$ cat src/rtl/div_pkg.sv
// Shared definitions for the sequential divider: operand width, iteration
// counter width, the all-ones result used for divide-by-zero, and the
// controller state encoding.
package div_pkg;

   localparam int WIDTH = 32;
   localparam int CNT_W = 6;   // must be able to hold WIDTH

   localparam logic [WIDTH-1:0] ALL_ONES = '1;

   typedef enum logic [1:0] {
      IDLE = 2'd0,
      RUN  = 2'd1,
      FIN  = 2'd2
   } div_state_t;

endpackage

$ cat src/rtl/seq_divider_if.sv
// Request/result bundle between the control unit (master) and the divider
// (slave).
//   start     master -> slave  request pulse, sampled only while idle
//   sgn       master -> slave  1 = signed division (signed builds only)
//   dividend  master -> slave  numerator, sampled with start
//   divisor   master -> slave  denominator, sampled with start
//   busy      slave -> master  accepted and not yet finished
//   done      slave -> master  one-cycle result-valid pulse
//   quotient  slave -> master  result, held until the next result
//   remainder slave -> master  result, held until the next result
//   div_zero  slave -> master  last accepted divisor was zero
interface seq_divider_if;
   import div_pkg::*;

   logic             start;
   logic             sgn;
   logic [WIDTH-1:0] dividend;
   logic [WIDTH-1:0] divisor;
   logic             busy;
   logic             done;
   logic [WIDTH-1:0] quotient;
   logic [WIDTH-1:0] remainder;
   logic             div_zero;

   modport master (
      output start, sgn, dividend, divisor,
      input  busy, done, quotient, remainder, div_zero
   );

   modport slave (
      input  start, sgn, dividend, divisor,
      output busy, done, quotient, remainder, div_zero
   );

endinterface

$ cat src/rtl/div_step.sv
// One restoring-division iteration, purely combinational.
//   rem      partial remainder before this step
//   q_msb    next dividend bit shifted in (MSB of the quotient shifter)
//   divisor  divisor magnitude
//   next_rem partial remainder after this step
//   q_bit    quotient bit produced by this step
module div_step
   import div_pkg::*;
(
   input  logic [WIDTH-1:0] rem,
   input  logic             q_msb,
   input  logic [WIDTH-1:0] divisor,
   output logic [WIDTH-1:0] next_rem,
   output logic             q_bit
);

   // The shifted remainder keeps rem's top bit: with a divisor above
   // 2^(WIDTH-1) the partial remainder can itself exceed that, and dropping
   // the bit would give a wrong compare.
   logic [WIDTH:0]   shifted;
   logic [WIDTH+1:0] trial;

   always_comb begin
      shifted  = {rem, q_msb};
      trial    = {1'b0, shifted} - {2'b00, divisor};
      q_bit    = ~trial[WIDTH+1];
      next_rem = q_bit ? trial[WIDTH-1:0] : shifted[WIDTH-1:0];
   end

endmodule

$ cat src/rtl/seq_divider.sv
// Multi-cycle restoring divider, one quotient bit per clock.
//   clk    sole clock, rising edge
//   rst_n  asynchronous active-low reset
//   bus    seq_divider_if.slave request/result bundle
// Build option: define DIV_SIGNED_EN to honour bus.sgn (signed division on
// magnitudes with sign fix-up at the end); otherwise purely unsigned.
//
// state | meaning
// IDLE  | waiting for start; results held
// RUN   | one restoring iteration per clock, WIDTH iterations
// FIN   | done pulse, results valid; back to IDLE next clock
module seq_divider
   import div_pkg::*;
(
   input  logic         clk,
   input  logic         rst_n,
   seq_divider_if.slave bus
);

   div_state_t       state;
   logic [CNT_W-1:0] cnt;
   logic [WIDTH-1:0] rem_reg;
   logic [WIDTH-1:0] q_reg;
   logic [WIDTH-1:0] div_reg;
   logic             busy_r;
   logic             done_r;
   logic [WIDTH-1:0] quotient_r;
   logic [WIDTH-1:0] remainder_r;
   logic             div_zero_r;

   logic [WIDTH-1:0] next_rem;
   logic             q_bit;
   logic [WIDTH-1:0] q_next;
   logic [WIDTH-1:0] a_mag;
   logic [WIDTH-1:0] b_mag;
   logic [WIDTH-1:0] q_res;
   logic [WIDTH-1:0] r_res;

   div_step u_step (
      .rem      (rem_reg),
      .q_msb    (q_reg[WIDTH-1]),
      .divisor  (div_reg),
      .next_rem (next_rem),
      .q_bit    (q_bit)
   );

`ifdef DIV_SIGNED_EN
   logic neg_q;
   logic neg_r;
   logic neg_q_in;
   logic neg_r_in;
`endif

   always_comb begin
      q_next = {q_reg[WIDTH-2:0], q_bit};
      a_mag  = bus.dividend;
      b_mag  = bus.divisor;
      q_res  = q_next;
      r_res  = next_rem;
`ifdef DIV_SIGNED_EN
      neg_q_in = 1'b0;
      neg_r_in = 1'b0;
      if (bus.sgn) begin
         neg_r_in = bus.dividend[WIDTH-1];
         neg_q_in = bus.dividend[WIDTH-1] ^ bus.divisor[WIDTH-1];
         if (bus.dividend[WIDTH-1]) a_mag = -bus.dividend;
         if (bus.divisor[WIDTH-1])  b_mag = -bus.divisor;
      end
      // -2^31 / -1: magnitude quotient is 0x80000000 with no negation,
      // which is the wrapped result we want.
      if (neg_q) q_res = -q_next;
      if (neg_r) r_res = -next_rem;
`endif
   end

`ifdef DIV_SIGNED_EN
   always_ff @(posedge clk or negedge rst_n) begin
      if (!rst_n) begin
         neg_q <= 1'b0;
         neg_r <= 1'b0;
      end else if (state == IDLE && bus.start) begin
         neg_q <= neg_q_in;
         neg_r <= neg_r_in;
      end
   end
`endif

   always_ff @(posedge clk or negedge rst_n) begin
      if (!rst_n) begin
         state       <= IDLE;
         cnt         <= '0;
         rem_reg     <= '0;
         q_reg       <= '0;
         div_reg     <= '0;
         busy_r      <= 1'b0;
         done_r      <= 1'b0;
         quotient_r  <= '0;
         remainder_r <= '0;
         div_zero_r  <= 1'b0;
      end else begin
         case (state)
            IDLE: begin
               if (bus.start) begin
                  busy_r     <= 1'b1;
                  div_zero_r <= 1'b0;
                  if (bus.divisor == '0) begin
                     state       <= FIN;
                     done_r      <= 1'b1;
                     quotient_r  <= ALL_ONES;
                     remainder_r <= bus.dividend;
                     div_zero_r  <= 1'b1;
                  end else begin
                     state   <= RUN;
                     rem_reg <= '0;
                     q_reg   <= a_mag;
                     div_reg <= b_mag;
                     cnt     <= '0;
                  end
               end
            end
            RUN: begin
               rem_reg <= next_rem;
               q_reg   <= q_next;
               cnt     <= cnt + 1'b1;
               if (cnt == CNT_W'(WIDTH - 1)) begin
                  state       <= FIN;
                  done_r      <= 1'b1;
                  quotient_r  <= q_res;
                  remainder_r <= r_res;
               end
            end
            FIN: begin
               state  <= IDLE;
               done_r <= 1'b0;
               busy_r <= 1'b0;
            end
            default: state <= IDLE;
         endcase
      end
   end

   assign bus.busy      = busy_r;
   assign bus.done      = done_r;
   assign bus.quotient  = quotient_r;
   assign bus.remainder = remainder_r;
   assign bus.div_zero  = div_zero_r;

endmodule

$ cat src/flat_wrapper.sv
// flat-port wrapper written by rule: the top's interface ports become plain ports
module seq_divider_flat import div_pkg::*;
  (clk, rst_n, bus_start, bus_sgn, bus_dividend, bus_divisor, bus_busy, bus_done, bus_quotient, bus_remainder, bus_div_zero);
  seq_divider_if bus_i ();
  input  logic clk;
  input  logic rst_n;
  input wire logic [$bits(bus_i.start)-1:0] bus_start;
  input wire logic [$bits(bus_i.sgn)-1:0] bus_sgn;
  input wire logic [$bits(bus_i.dividend)-1:0] bus_dividend;
  input wire logic [$bits(bus_i.divisor)-1:0] bus_divisor;
  output wire logic [$bits(bus_i.busy)-1:0] bus_busy;
  output wire logic [$bits(bus_i.done)-1:0] bus_done;
  output wire logic [$bits(bus_i.quotient)-1:0] bus_quotient;
  output wire logic [$bits(bus_i.remainder)-1:0] bus_remainder;
  output wire logic [$bits(bus_i.div_zero)-1:0] bus_div_zero;
  assign bus_i.start = bus_start;
  assign bus_i.sgn = bus_sgn;
  assign bus_i.dividend = bus_dividend;
  assign bus_i.divisor = bus_divisor;
  assign bus_busy = bus_i.busy;
  assign bus_done = bus_i.done;
  assign bus_quotient = bus_i.quotient;
  assign bus_remainder = bus_i.remainder;
  assign bus_div_zero = bus_i.div_zero;
  seq_divider u_core (.clk(clk), .rst_n(rst_n), .bus(bus_i));
endmodule
$ cat config.mk
export PLATFORM = sky130hd
export DESIGN_NAME = seq_divider_flat
export DESIGN_NICKNAME = d
export VERILOG_FILES = /design/src/rtl/div_pkg.sv /design/src/rtl/seq_divider_if.sv /design/src/rtl/div_step.sv /design/src/rtl/seq_divider.sv /design/src/flat_wrapper.sv
export SDC_FILE = /design/constraint.sdc
export NUM_CORES = 1
export LEC_CHECK = 0
export ABC_AREA = 1
export ABC_CLOCK_PERIOD_IN_PS = 2500
export BUFFER_PORTS_ARGS = -buffer_cell sky130_fd_sc_hd__buf_4
export CORE_MARGIN = 3
export CORE_UTILIZATION = 50
export DETAILED_ROUTE_END_ITERATION = 6
export GPL_ROUTABILITY_DRIVEN = 0
export PLACE_DENSITY = 0.69
export SYNTH_ARGS = -nofsm -noshare
export SYNTH_HDL_FRONTEND = slang
export SYNTH_SLANG_ARGS = --single-unit
$ cat constraint.sdc
create_clock -name clk -period 2.5 [get_ports clk]
set_input_delay 0.125 -clock clk [delete_from_list [all_inputs] [get_ports clk]]
set_output_delay 0.125 -clock clk [all_outputs]
set_load 0.05 [all_outputs]
-- After elaboration in Yosys (flattened, before gate mapping)
Index checks and enable logic that the tools add are counted.
- add/subtract/negate cells: 2
- eq/ne operators: 7
- bitwise logic cells: 2
- reduce and logical (&&, ||, !) cells: 12
- multiplexer cells: 29
- operators by type and width (kind ; count):
    32-bit 2-to-1 mux ; 11
    32-bit one-hot mux with 2 select lines ; 4
    33-bit by 32-bit subtractor with 34-bit output ; 1
    32-bit logical NOT ; 1
    6-bit 2-to-1 mux ; 2
    6-bit one-hot mux with 2 select lines ; 1
    4-bit AND reduction ; 2
    6-bit by 1-bit adder with 6-bit output, second input constant ; 1
    6-bit by 5-bit == test with 1-bit output, second input constant ; 1
    2-bit 2-to-1 mux ; 3
    2-bit AND reduction ; 3
    3-bit AND reduction ; 2
    1-bit 2-to-1 mux ; 5
    2-bit by 1-bit inequality test with 1-bit output, second input constant ; 2
    2-bit inequality test, second input constant ; 2
    2-bit one-hot mux with 2 select lines ; 1
    2-bit nonzero test ; 2
    1-bit one-hot mux with 3 select lines ; 1
    3-bit nonzero test ; 1
    2-bit by 1-bit == test with 1-bit output, second input constant ; 1
    2-bit == test, second input constant ; 1
    2-bit logical NOT ; 1
    1-bit NOT ; 2
    1-bit one-hot mux with 2 select lines ; 1
- flip-flop bits (word level): 171
- logic and storage cells: 62
- bits of input ports: 68
- output and inout bits: 67

-- Logic depth before layout (Yosys ltp)
- word-level depth: 4
- mapped depth: 18
- depth with buffers taken out: 18

-- By module
A second synthesis with hierarchy kept.
- cells, all modules: 1611
- area total of the unflattened synthesis: 10920.5 um2
- modules (own cells, without submodules) (module ; area an instance (um2) ; sequential area each (um2) ; cells each ; instances):
    seq_divider ; 7795.0 ; 4279.1 ; 972 ; 1
    div_step ; 3125.5 ; 0.0 ; 639 ; 1

-- Least setup slack after synthesis
Ideal clock, no wire load.
- kind: reg-to-reg
- start point: register u_core.q_reg[31]
- end point: register u_core.remainder_r[28], in the netlist u_core.bus.remainder[28]
- library setup time: 0.113 ns
- stages on the path, launching flop included: 19
- buffers on the path: 0
- required time: 2.387 ns
- path slack: 0.523 ns
- clock period less this slack: 1.977 ns
- arrival: 1.864 ns
- path through: dfrtp_1 -> inv_1 -> ha_1 -> inv_1 -> fa_1 -> nand2_1 -> nand3_1 -> nand3_1 -> nand2_1 -> nand2_1 -> nand2_1 -> nand2_1 -> nand2_1 -> nand2_1 -> nand2_1 -> nand2_1 -> nand3_1 -> nand2_1 -> inv_1
- word-level cells in the longest chain between the ends: 4
- RTL lines (what ; RTL line ; text):
    start, declared ; seq_divider.sv:23 ; logic [WIDTH-1:0] q_reg;
    start signal, assigned ; seq_divider.sv:115 ; q_reg <= a_mag;
    start signal, assigned ; seq_divider.sv:123 ; q_reg <= q_next;
    33-bit by 32-bit subtractor with 34-bit output ; div_step.sv:25 ; trial = {1'b0, shifted} - {2'b00, divisor};
    32-bit 2-to-1 mux ; div_step.sv:27 ; next_rem = q_bit ? trial[WIDTH-1:0] : shifted[WIDTH-1:0];
    32-bit 2-to-1 mux ; seq_divider.sv:125 ; if (cnt == CNT_W'(WIDTH - 1)) begin
    32-bit one-hot mux with 2 select lines ; seq_divider.sv:101 ; case (state)
    end signal, assigned ; seq_divider.sv:110 ; remainder_r <= bus.dividend;
    end signal, assigned ; seq_divider.sv:129 ; remainder_r <= r_res;
    end, declared ; seq_divider.sv:28 ; logic [WIDTH-1:0] remainder_r;
No other way between the ends. The select of a mux whose other input is x is not followed.
A chain may end at the register's enable or synchronous reset.

-- Final worst setup path
- start point: register u_core.div_reg[8]
- end point: register u_core.remainder_r[27], in the netlist u_core.bus.remainder[27]
- word-level cells in the longest chain between the ends: 4
- RTL lines (what ; RTL line ; text):
    start, declared ; seq_divider.sv:24 ; logic [WIDTH-1:0] div_reg;
    start signal, assigned ; seq_divider.sv:116 ; div_reg <= b_mag;
    33-bit by 32-bit subtractor with 34-bit output ; div_step.sv:25 ;
    32-bit 2-to-1 mux ; div_step.sv:27 ;
    32-bit 2-to-1 mux ; seq_divider.sv:125 ;
    32-bit one-hot mux with 2 select lines ; seq_divider.sv:101 ;
No other way between the ends. The select of a mux whose other input is x is not followed.

==> out/qor.csv <==
stage;metric;value;unit
outcome;status;finished, final reports clean;
global_routing;grt_max_degree;68;
critical_path;critPathMaxFanout;6;
floorplan;die_area;22200;um^2
clock_network;clk_pin_slew_worst_paths;70;ps
yosys;ys.flop_type;dfrtp_1;
pwr;p_total;5743;uW
yosys;yosys.cell_types.count;40;
sta;fin_crit_sh;0.9337;
finish;num-fill-cells;1765;
yosys;ys_seq_area_frac;0.4186;
finish;n_antenna_cell;0;
sta;worst_slack;165.8;ps
route;wl_met3;1.680;mm
critical_path;path_class;reg2reg;
yosys;synth_top_cell_by_area;dfrtp_1;
floorplan;num_io_pins;135;
placed_design;place_inst;1826;
sta;finalSetupViolCount;0;
yosys;ys_top_cells_by_area;dfrtp_1, nand2_1, inv_1;
route;highest_layer;met4;
critical_path;required;2840;ps
hold_path;hold_class;in2reg;
sta;holdWs;6.712;ps
global_routing;antenna_found_initial;0;
yosys;synthTopCellsByCount;nand2_1, inv_1, dfrtp_1;
yosys;synth_area_per_cell;7.016;um^2
finish;finalInstanceArea;12800;um^2
clock_network;clock_path_buffers;2;
critical_path;startpoint_type;flip-flop;
placed_design;place_ws;183.7;ps
finish;syn2layout_area_growth;25.21;%
critical_path;cp-end-kind;flip-flop;
route;wl_met2;13.47;mm
finish;ff_latch_area;4279;um^2
route;wl_met1;12.81;mm
hold_path;hold-path-endpoint;u_core.div_reg[5]$_DFFE_PN0P_;
pwr;ir_worst_vdd;0.5075;mV
global_routing;first_global_vias;9252;
finish;final_nets;1733;
clock_network;clock_latency;440;ps
route;final_antenna_net_count;0;
yosys;synth.most_common_cell;nand2_1;
sta;period_needed;2334;ps
yosys;syn_area;10220;um^2
hold_path;min_path_cells;3;
yosys;netlist_instances;1457;
route;vias;9842;
placed_design;portBuffers;133;
route;wl_per_cell;15.20;um
global_routing;overflow;0;
critical_path;cp.arrival;2670;ps
critical_path;ff2ff_path_depth;17;
pwr;p_per_area;448.7;nW/um^2
sta;fin_worst_skew;13.21;ps
finish;final_cells;1909;
global_routing;grt_first_pass_wirelength;47.27;mm
clock_network;cts_sinks;171;
floorplan;row_count;51;
route;dr.pass1.iters;6;
clock_network;ctsRootBufferMaster;clkbuf_16;
sta;tightest_slew;760.0;ps
sta;hold_violations;0;
placed_design;place_area;11590;um^2
yosys;synthArstFlopShare;1.000;
floorplan;fp.dieH;149.0;um
floorplan;die_w;149.0;um
sta;final-max-slew-violation-count;0;
clock_network;cts_tree;built;
sta;max_freq;428.4;MHz
clock_network;cts_max_level;4;
critical_path;reg2reg_to;u_core.bus.remainder[27]$_DFFE_PN0P_;
yosys;ys.warnings.count;0;
run;maxCapViolations;0;
yosys;synth_top_cell_area_share;0.4186;
finish;layout-drive-gt1-share;0.1509;
global_routing;grt_usage;0.2665;
finish;multi_input_area;4895;um^2
sta;slew_headroom;0.4934;
yosys;synth.ff_latch_count;171;
floorplan;start_util;0.5168;
placed_design;dp_hpwl;21.19;mm
yosys;syn_nets;1559;
pwr;cellLeakagePower;0.007185;uW
route;drt-total-wl;29.02;mm
route;drtIter0Drc;808;
clock_network;post_cts_buffers;0;
floorplan;core;19780;um^2
critical_path;rr_startpoint;u_core.div_reg[8]$_DFFE_PN0P_;
hold_path;min_from;bus_divisor[5];
route;route.detailed.drc;0;
yosys;synth-edff-count;0;
clock_network;numCtsBuffers;17;
route;vias_per_cell;5.156;
critical_path;reg2reg_slack;170;ps
==> cells by family (layout without fill, tap and decap cells) <==
group	Yosys count	count (layout)	synth area share
AOI/OAI and AO/OA	136	136	0.07393
xor gates and xnor gates	18	18	0.01542
adders and majority gates	34	34	0.04235
buffers and inverters	295	482	0.1120
DFF	171	171	0.4186
and+or+nand+nor	803	803	0.3377
==> worst max-delay path by stage <==
stage                                        start                              endpoint  slack, ps  cells after the start
finish               u_core.div_reg[8]$_DFFE_PN0P_  u_core.bus.remainder[27]$_DFFE_PN0P_        170                     17
global route        u_core.div_reg[10]$_DFFE_PN0P_   u_core.bus.remainder[8]$_DFFE_PN0P_        -20                     15
CTS                 u_core.rem_reg[15]$_DFFE_PN0P_   u_core.bus.remainder[3]$_DFFE_PN0P_        160                     14
detailed placement  u_core.rem_reg[15]$_DFFE_PN0P_   u_core.bus.remainder[3]$_DFFE_PN0P_        180                     14
global placement    u_core.rem_reg[16]$_DFFE_PN0P_  u_core.bus.remainder[27]$_DFFE_PN0P_        220                     13
floorplan             u_core.q_reg[31]$_DFFE_PN0P_  u_core.bus.remainder[28]$_DFFE_PN0P_        520                     18
==> stage by stage <==
step / utilization / setup TNS (ps)
floorplan: - / 0
global placement: 0.5861 / 0
detailed placement: 0.5861 / 0
CTS: 0.6426 / 0
global route: 0.6471 / -38.52
finish: 0.6471 / 0
==> report_power, final <==
part	internal (uW)	switching [uW]	total [uW]
clock network	1510	1240	2750
logic	127	100	228
registers	2760	0	2760
total	4410	1340	5740
==> what timing repair did <==
| item | CTS | global route |
|---|---|---|
| hold endpoints to repair | 114 | 0 |
| hold buffers | 51 | 0 |
| endpoints found under the setup margin | 0 | 23 |
| resized for setup | 0 | 15 |
==> final cells by class <==
type,count,area share
timing repair buffer,208,0.1391
multi-input combinational,991,0.3824
inverter,242,0.07097
clock inverter,15,0.01408
sequential,171,0.3343
clock buffer,17,0.03324
tap,265,0.02590
==> metal layers <==
| metal | track usage | vias up |
|---|---|---|
| met2 | 0.4270 | 321 |
| met5 | 0 | - |
| met1 | 0.3671 | 4569 |
| met4 | 0.1117 | 0 |
| li1 | - | 4895 |
| met3 | 0.03373 | 57 |
==> critical path, cell delays in order, from the launching register on <==
cell and delay (ps):
dfrtp_1 380, inv_1 190, ha_4 260, nand2_2 110, inv_1 50, nand2_1 60, nand2_1 90, inv_1 90
nand3_2 150, nand2_2 110, nand2_4 70, nand2_4 90, a21oi_4 70, buf_4 170, nand2_1 140, nand3_1 110
nand2_1 70, inv_1 30
==> cell usage in the layout (no fill, tap or decap), types with 3 or more instances in the layout <==
cell type      count
ha_1              25
buf_12             7
or2_2             15
o21bai_1           3
nor3_1             6
inv_6              4
ha_2               3
nand3_1           99
xor2_1            17
inv_8              3
nand2_1          446
ha_4               5
buf_4            149
or2_0             10
inv_1            239
nand2_2           17
dfrtp_1          171
or2_1             10
nor2_2             7
nand4_1           44
o21ai_0           71
a21oi_1           21
dlygate4sd3_1     51
clkbuf_16         17
nor2_4             3
nor4_1             4
a31oi_1           31
nor2_1           134
Note: power is estimated with default switching activity, not from simulation.
